File: config.mk
export PLATFORM = sky130hd
export DESIGN_NAME = cpu_step_ctrl
export DESIGN_NICKNAME = d
export VERILOG_FILES = /design/src/rtl/cpu_step_ctrl_pkg.sv /design/src/rtl/cpu_step_ctrl_key_debounce.sv /design/src/rtl/cpu_step_ctrl.sv
export SDC_FILE = /design/constraint.sdc
export NUM_CORES = 1
export LEC_CHECK = 0
export CAP_MARGIN = 20
export CORE_AREA = 2 2 70 99
export DETAILED_ROUTE_END_ITERATION = 6
export DIE_AREA = 0 0 72 101
export PLACE_DENSITY_LB_ADDON = 0.3
export SYNTH_ARGS = -nofsm -noshare
export SYNTH_HDL_FRONTEND = slang
export SYNTH_SLANG_ARGS = --single-unit
File: constraint.sdc
create_clock -name clk -period 1.8 [get_ports clk]
set_clock_uncertainty 0.05 [all_clocks]
set_input_delay 0.27 -clock clk [delete_from_list [all_inputs] [get_ports clk]]
set_output_delay 0.27 -clock clk [all_outputs]
set_load 0.05 [all_outputs]
File: src/rtl/cpu_step_ctrl_pkg.sv
// Shared definitions for the manual/free-run CPU clock-enable sequencer.
// The board top imports the mode encodings to decode `mode` for display.
package cpu_step_ctrl_pkg;

    localparam logic [1:0] ST_IDLE  = 2'd0;
    localparam logic [1:0] ST_RUN   = 2'd1;
    localparam logic [1:0] ST_BREAK = 2'd2;

    function automatic logic is_halt_state(input logic [1:0] st);
        return st == ST_BREAK;
    endfunction

endpackage

File: src/rtl/cpu_step_ctrl_key_debounce.sv
// Step-key synchronizer and debouncer; emits a one-cycle press pulse on an
// accepted 1->0 transition of the debounced level.
module key_debounce #(
    parameter int DEBOUNCE_CYCLES = 20
) (
    input  logic clk,
    input  logic rst,
    input  logic key_step,
    output logic key_db,
    output logic press
);

    localparam int CNT_W = (DEBOUNCE_CYCLES > 1) ? $clog2(DEBOUNCE_CYCLES) : 1;

    logic             sync1_q, sync1_d;
    logic             sync2_q, sync2_d;
    logic             db_q, db_d;
    logic             db_prev_q, db_prev_d;
    logic [CNT_W-1:0] cnt_q, cnt_d;

    always_comb begin
        sync1_d   = key_step;
        sync2_d   = sync1_q;
        db_d      = db_q;
        db_prev_d = db_q;
        cnt_d     = '0;
        // Any agreeing sample restarts the stability window.
        if (sync2_q != db_q) begin
            if (cnt_q == CNT_W'(DEBOUNCE_CYCLES - 1)) begin
                db_d = sync2_q;
            end else begin
                cnt_d = cnt_q + 1'b1;
            end
        end
    end

    always_ff @(posedge clk) begin
        if (!rst) begin
            sync1_q   <= 1'b1;
            sync2_q   <= 1'b1;
            db_q      <= 1'b1;
            db_prev_q <= 1'b1;
            cnt_q     <= '0;
        end else begin
            sync1_q   <= sync1_d;
            sync2_q   <= sync2_d;
            db_q      <= db_d;
            db_prev_q <= db_prev_d;
            cnt_q     <= cnt_d;
        end
    end

    assign key_db = db_q;
    assign press  = db_prev_q & ~db_q;

endmodule

File: src/rtl/cpu_step_ctrl.sv
// Clock-enable sequencer for the single-cycle core: manual steps from a
// debounced key, or periodic steps in run mode halting at a PC breakpoint.
module cpu_step_ctrl
    import cpu_step_ctrl_pkg::*;
#(
    parameter int DEBOUNCE_CYCLES = 20,
    parameter int RUN_DIV         = 4,
    parameter int PC_W            = 32
) (
    input  logic            clk,
    input  logic            rst,
    input  logic            key_step,
    input  logic            run_en,
    input  logic            bp_en,
    input  logic [PC_W-1:0] bp_addr,
    input  logic [PC_W-1:0] pc,
    output logic            cpu_ce,
    output logic            halted,
    output logic [31:0]     step_count,
    output logic [1:0]      mode
);

    localparam int DIV_W = (RUN_DIV > 1) ? $clog2(RUN_DIV) : 1;
    localparam logic [DIV_W-1:0] DIV_LAST = DIV_W'(RUN_DIV - 1);

    logic             press;
    logic             key_db;
    logic [1:0]       state_q, state_d;
    logic [DIV_W-1:0] div_q, div_d;
    logic             cpu_ce_q, cpu_ce_d;
    logic [31:0]      step_count_q, step_count_d;
    logic             bp_hit;

    key_debounce #(
        .DEBOUNCE_CYCLES(DEBOUNCE_CYCLES)
    ) u_key_debounce (
        .clk      (clk),
        .rst      (rst),
        .key_step (key_step),
        .key_db   (key_db),
        .press    (press)
    );

    assign bp_hit = bp_en && (pc == bp_addr);

    always_comb begin
        state_d  = state_q;
        div_d    = div_q;
        cpu_ce_d = 1'b0;
        case (state_q)
            ST_IDLE: begin
                cpu_ce_d = press;
                if (run_en) begin
                    state_d = ST_RUN;
                    div_d   = '0;
                end
            end
            ST_RUN: begin
                // Leaving run mode wins over a breakpoint decision this cycle.
                if (!run_en) begin
                    state_d = ST_IDLE;
                    div_d   = '0;
                end else if (div_q == DIV_LAST) begin
                    div_d = '0;
                    if (bp_hit) begin
                        state_d = ST_BREAK;
                    end else begin
                        cpu_ce_d = 1'b1;
                    end
                end else begin
                    div_d = div_q + 1'b1;
                end
            end
            ST_BREAK: begin
                if (!run_en) begin
                    state_d  = ST_IDLE;
                    cpu_ce_d = press;
                end else if (press) begin
                    cpu_ce_d = 1'b1;
                    state_d  = ST_RUN;
                    div_d    = '0;
                end
            end
            default: begin
                state_d = ST_IDLE;
                div_d   = '0;
            end
        endcase
    end

    assign step_count_d = step_count_q + {31'd0, cpu_ce_q};

    always_ff @(posedge clk) begin
        if (!rst) begin
            state_q      <= ST_IDLE;
            div_q        <= '0;
            cpu_ce_q     <= 1'b0;
            step_count_q <= '0;
        end else begin
            state_q      <= state_d;
            div_q        <= div_d;
            cpu_ce_q     <= cpu_ce_d;
            step_count_q <= step_count_d;
        end
    end

    assign cpu_ce     = cpu_ce_q;
    assign halted     = is_halt_state(state_q);
    assign step_count = step_count_q;
    assign mode       = state_q;

endmodule

==> flow_summary.toml, run 1 <==
[status]
outcome = "finished, final reports clean"

[drt]
drc = 0
routed_wirelength_um = 5210
drt_iter0_drc = 61
vias = 2137
via_per_inst = 4.77
antenna_left = 0
avgRoutedWirePerCell_um = 11.6
drt_first_pass_iters = 4

[global_route]
grt_antenna_before_repair = 0
grt-ovfl-total = 0
grt.total_usage_pct = 15.3
grt_max_degree = 32
first_global_vias = 2184
grt_pass1_wl_um = 8980

[yosys]
synth-async-reset-ratio_pct = 0
seq_area_frac_synth_pct = 39.7
syn_area_um2 = 2320
ys_seq_elements = 46
synth.avg_cell_area_um2 = 8.91
synth_warnings = 0
synth-main-ff-cell = "dfxtp_1"
synth.distinct_cells = 32
synth_nets = 333
synth_edf_count = 0
synthCells = 260

[floorplanning]
io_pins = 105
row_count = 35
core_um2 = 6440
dieArea_um2 = 7270
die-width_um = 72
start_util_pct = 36.0
die_h_um = 101

[hold_path]
hold_class = "reg2reg"
hold_start = "u_key_debounce.sync1_q"

[setup_path]
startpoint = "step_count[0]"
cp_slowest_cell = "dfxtp_4"
crit_fanout = 11
cp.arrival_ns = 1.89
crit_path_frequent_cell = "ha_4"
worstReg2RegEnd = "step_count[30]"
cp-start-kind = "register"
end_kind = "register"
regToRegStartpoint = "step_count[0]"
reg2reg_setup_slack_ns = 0.06
crit_path_end = "step_count[30]"
crit_path_max_incr_delay_ns = 0.36
crit_type = "reg2reg"
reg2reg_depth = 8
crit_path_cell_trace = "ha_4, ha_4, and4_4, nand4_1, buf_4, nor3_1, xnor2_1, nor2_1"
cp.required_ns = 1.95

[timing]
setup_violations = 0
maxSlewHeadroom_pct = 66.7
period_share_pct = 96.8
final-hold-violation-count = 0
min_period_ns = 1.74
fin_hold_ws_ns = 0.366
final_max_slew_viol_count = 0
rsz0062_at_grt = "true"
fmaxAchievable_mhz = 574
worst_pin_slew_ns = 0.499

[placed_design]
hpwl_um = 4210
numPortBuffers = 104
gp_congestion = 0.786

[cells_and_area]
final_cell_mix = "clkdlybuf4s50_1 (68), xnor2_1 (38), buf_4 (38)"
layout_commonest_cell = "clkdlybuf4s50_1"
nFillCells = 602
drive_gt1_share_pct = 22.2
syn_to_final_growth_pct = 56.2
utilization_pct = 56.2
seqCellArea_um2 = 953
fin_nets = 446
antennaDiodeCount = 0
multiInputGateArea_um2 = 1400

[clocking]
clk_pin_slew_ns = 0.09
clock-sinks = 46
htree_levels = 2
cts_tree = "yes"
postCtsSetupRepairBufs = 0
cts_buffers = 5
root_buffer = "clkbuf_8"
clk_latency_ns = 0.30
clk_path_buf_depth = 2

[run]
max_cap_violations = 0

[power]
leakage_nw = 1.42
p_per_area_nw_per_um2 = 546
peakVddDrop_mv = 0.253
==> cell usage after synthesis, types with 5 or more instances <==
| cell type | instances | area, um2 |
|---|---|---|
| nand3_1 | 14 | 70.1 |
| nand2_1 | 20 | 75.1 |
| xnor2_1 | 38 | 333 |
| dfxtp_1 | 46 | 921 |
| and4_1 | 7 | 61.3 |
| xor2_1 | 24 | 210 |
| nor3_1 | 9 | 45.0 |
| nor2_1 | 36 | 135 |
| nand2b_1 | 5 | 31.3 |
| a21oi_1 | 6 | 30.0 |
| nand4_1 | 10 | 62.6 |
==> timing repair <==
| item | CTS | global route |
|---|---|---|
| endpoints found under the setup margin | 3 | 9 |
| gates cloned | 0 | 0 |
| hold buffers | 0 | 0 |
| resized for setup | 0 | 5 |
| pin swaps | 1 | 0 |
| hold endpoints to repair | 0 | 0 |
==> worst min-delay path by stage <==
stage	end	depth (start not counted)	slack (ns)
floorplan	u_key_debounce.sync1_q	1	0.32
CTS	u_key_debounce.sync2_q	1	0.38
finish	u_key_debounce.sync2_q	1	0.37
global placement	u_key_debounce.sync2_q	1	0.34
detailed placement	u_key_debounce.sync2_q	1	0.35
global route	u_key_debounce.sync2_q	1	0.40
==> metal layers <==
metal | track usage [%] | routed length [um] | vias up | share of wire (%)
li1 | - | - | 1102 | -
met1 | 15.3 | 1950 | 950 | 37
met2 | 29.6 | 2790 | 80 | 54
met3 | 4.40 | 413 | 5 | 7.9
met4 | 4.79 | 57 | 0 | 1.1
met5 | 0 | 0 | - | 0
==> logic make-up after synthesis <==
kind of cell,share of synthesized area [%]
AOI/OAI and AO/OA,2.97
DFF,39.7
adders and majority gates,2.16
and+or+nand+nor,28.9
xor gates and xnor gates,23.4
buffers and inverters,1.89
muxes,0.864
==> sequential cells by signal (all words and copies together), names as in the netlist <==
register,flops
step_count,32
u_key_debounce.cnt_q,5
div_q,2
mode,2
cpu_ce,1
u_key_debounce.db_prev_q,1
u_key_debounce.key_db,1
u_key_debounce.sync1_q,1
u_key_debounce.sync2_q,1
==> per-stage QoR <==
stage | setup slack (ns) | instance area, um2 | power [mW] | instances | setup TNS (ns)
2_1_floorplan | -0.0450 | 2400 | 1.14 | 260 | -0.125
3_3_place_gp | -0.357 | 3500 | 1.32 | 440 | -1.04
3_5_place_dp | -0.393 | 3500 | 1.32 | 440 | -1.13
4_1_cts | 0.00900 | 3600 | 2.01 | 448 | 0
5_1_grt | -0.0474 | 3620 | 2.08 | 448 | -0.147
6_report | 0.0583 | 3620 | 1.98 | 448 | 0
==> final cells by class <==
type                       count  area share (%)
clock buffer                   8            2.80
multi-input combinational    203            38.6
inverter                       5           0.518
timing repair buffer         112            29.2
sequential                    46            26.3
tap                           74            2.56
==> where the power goes <==
part	total [mW]	switching (mW)	internal [mW]
clock	0.686	0.326	0.360
combinational	0.270	0.0842	0.186
sequential	1.02	0.00381	1.02
==> worst max-delay path, delay by kind of cell (launching register included) <==
family,cells,cell delay (ns)
xor+xnor,1,0.15
simple gates,4,0.62
flops,1,0.36
buf+inv,1,0.20
fa+ha+maj,2,0.28
No activity file was read; power rests on OpenSTA's default activity.
==> inputs of run 2 (changes only) <==
--- a/config.mk
+++ b/config.mk
@@ -7,8 +7,10 @@
 export LEC_CHECK = 0
 export CAP_MARGIN = 20
 export CORE_AREA = 2 2 70 99
+export CTS_CLUSTER_DIAMETER = 50
 export DETAILED_ROUTE_END_ITERATION = 6
 export DIE_AREA = 0 0 72 101
+export HOLD_SLACK_MARGIN = 0.06
 export PLACE_DENSITY_LB_ADDON = 0.3
 export SYNTH_ARGS = -nofsm -noshare
 export SYNTH_HDL_FRONTEND = slang
==> results of run 2 <==
Final layout, timing and power as in run 1 (identical DEF).
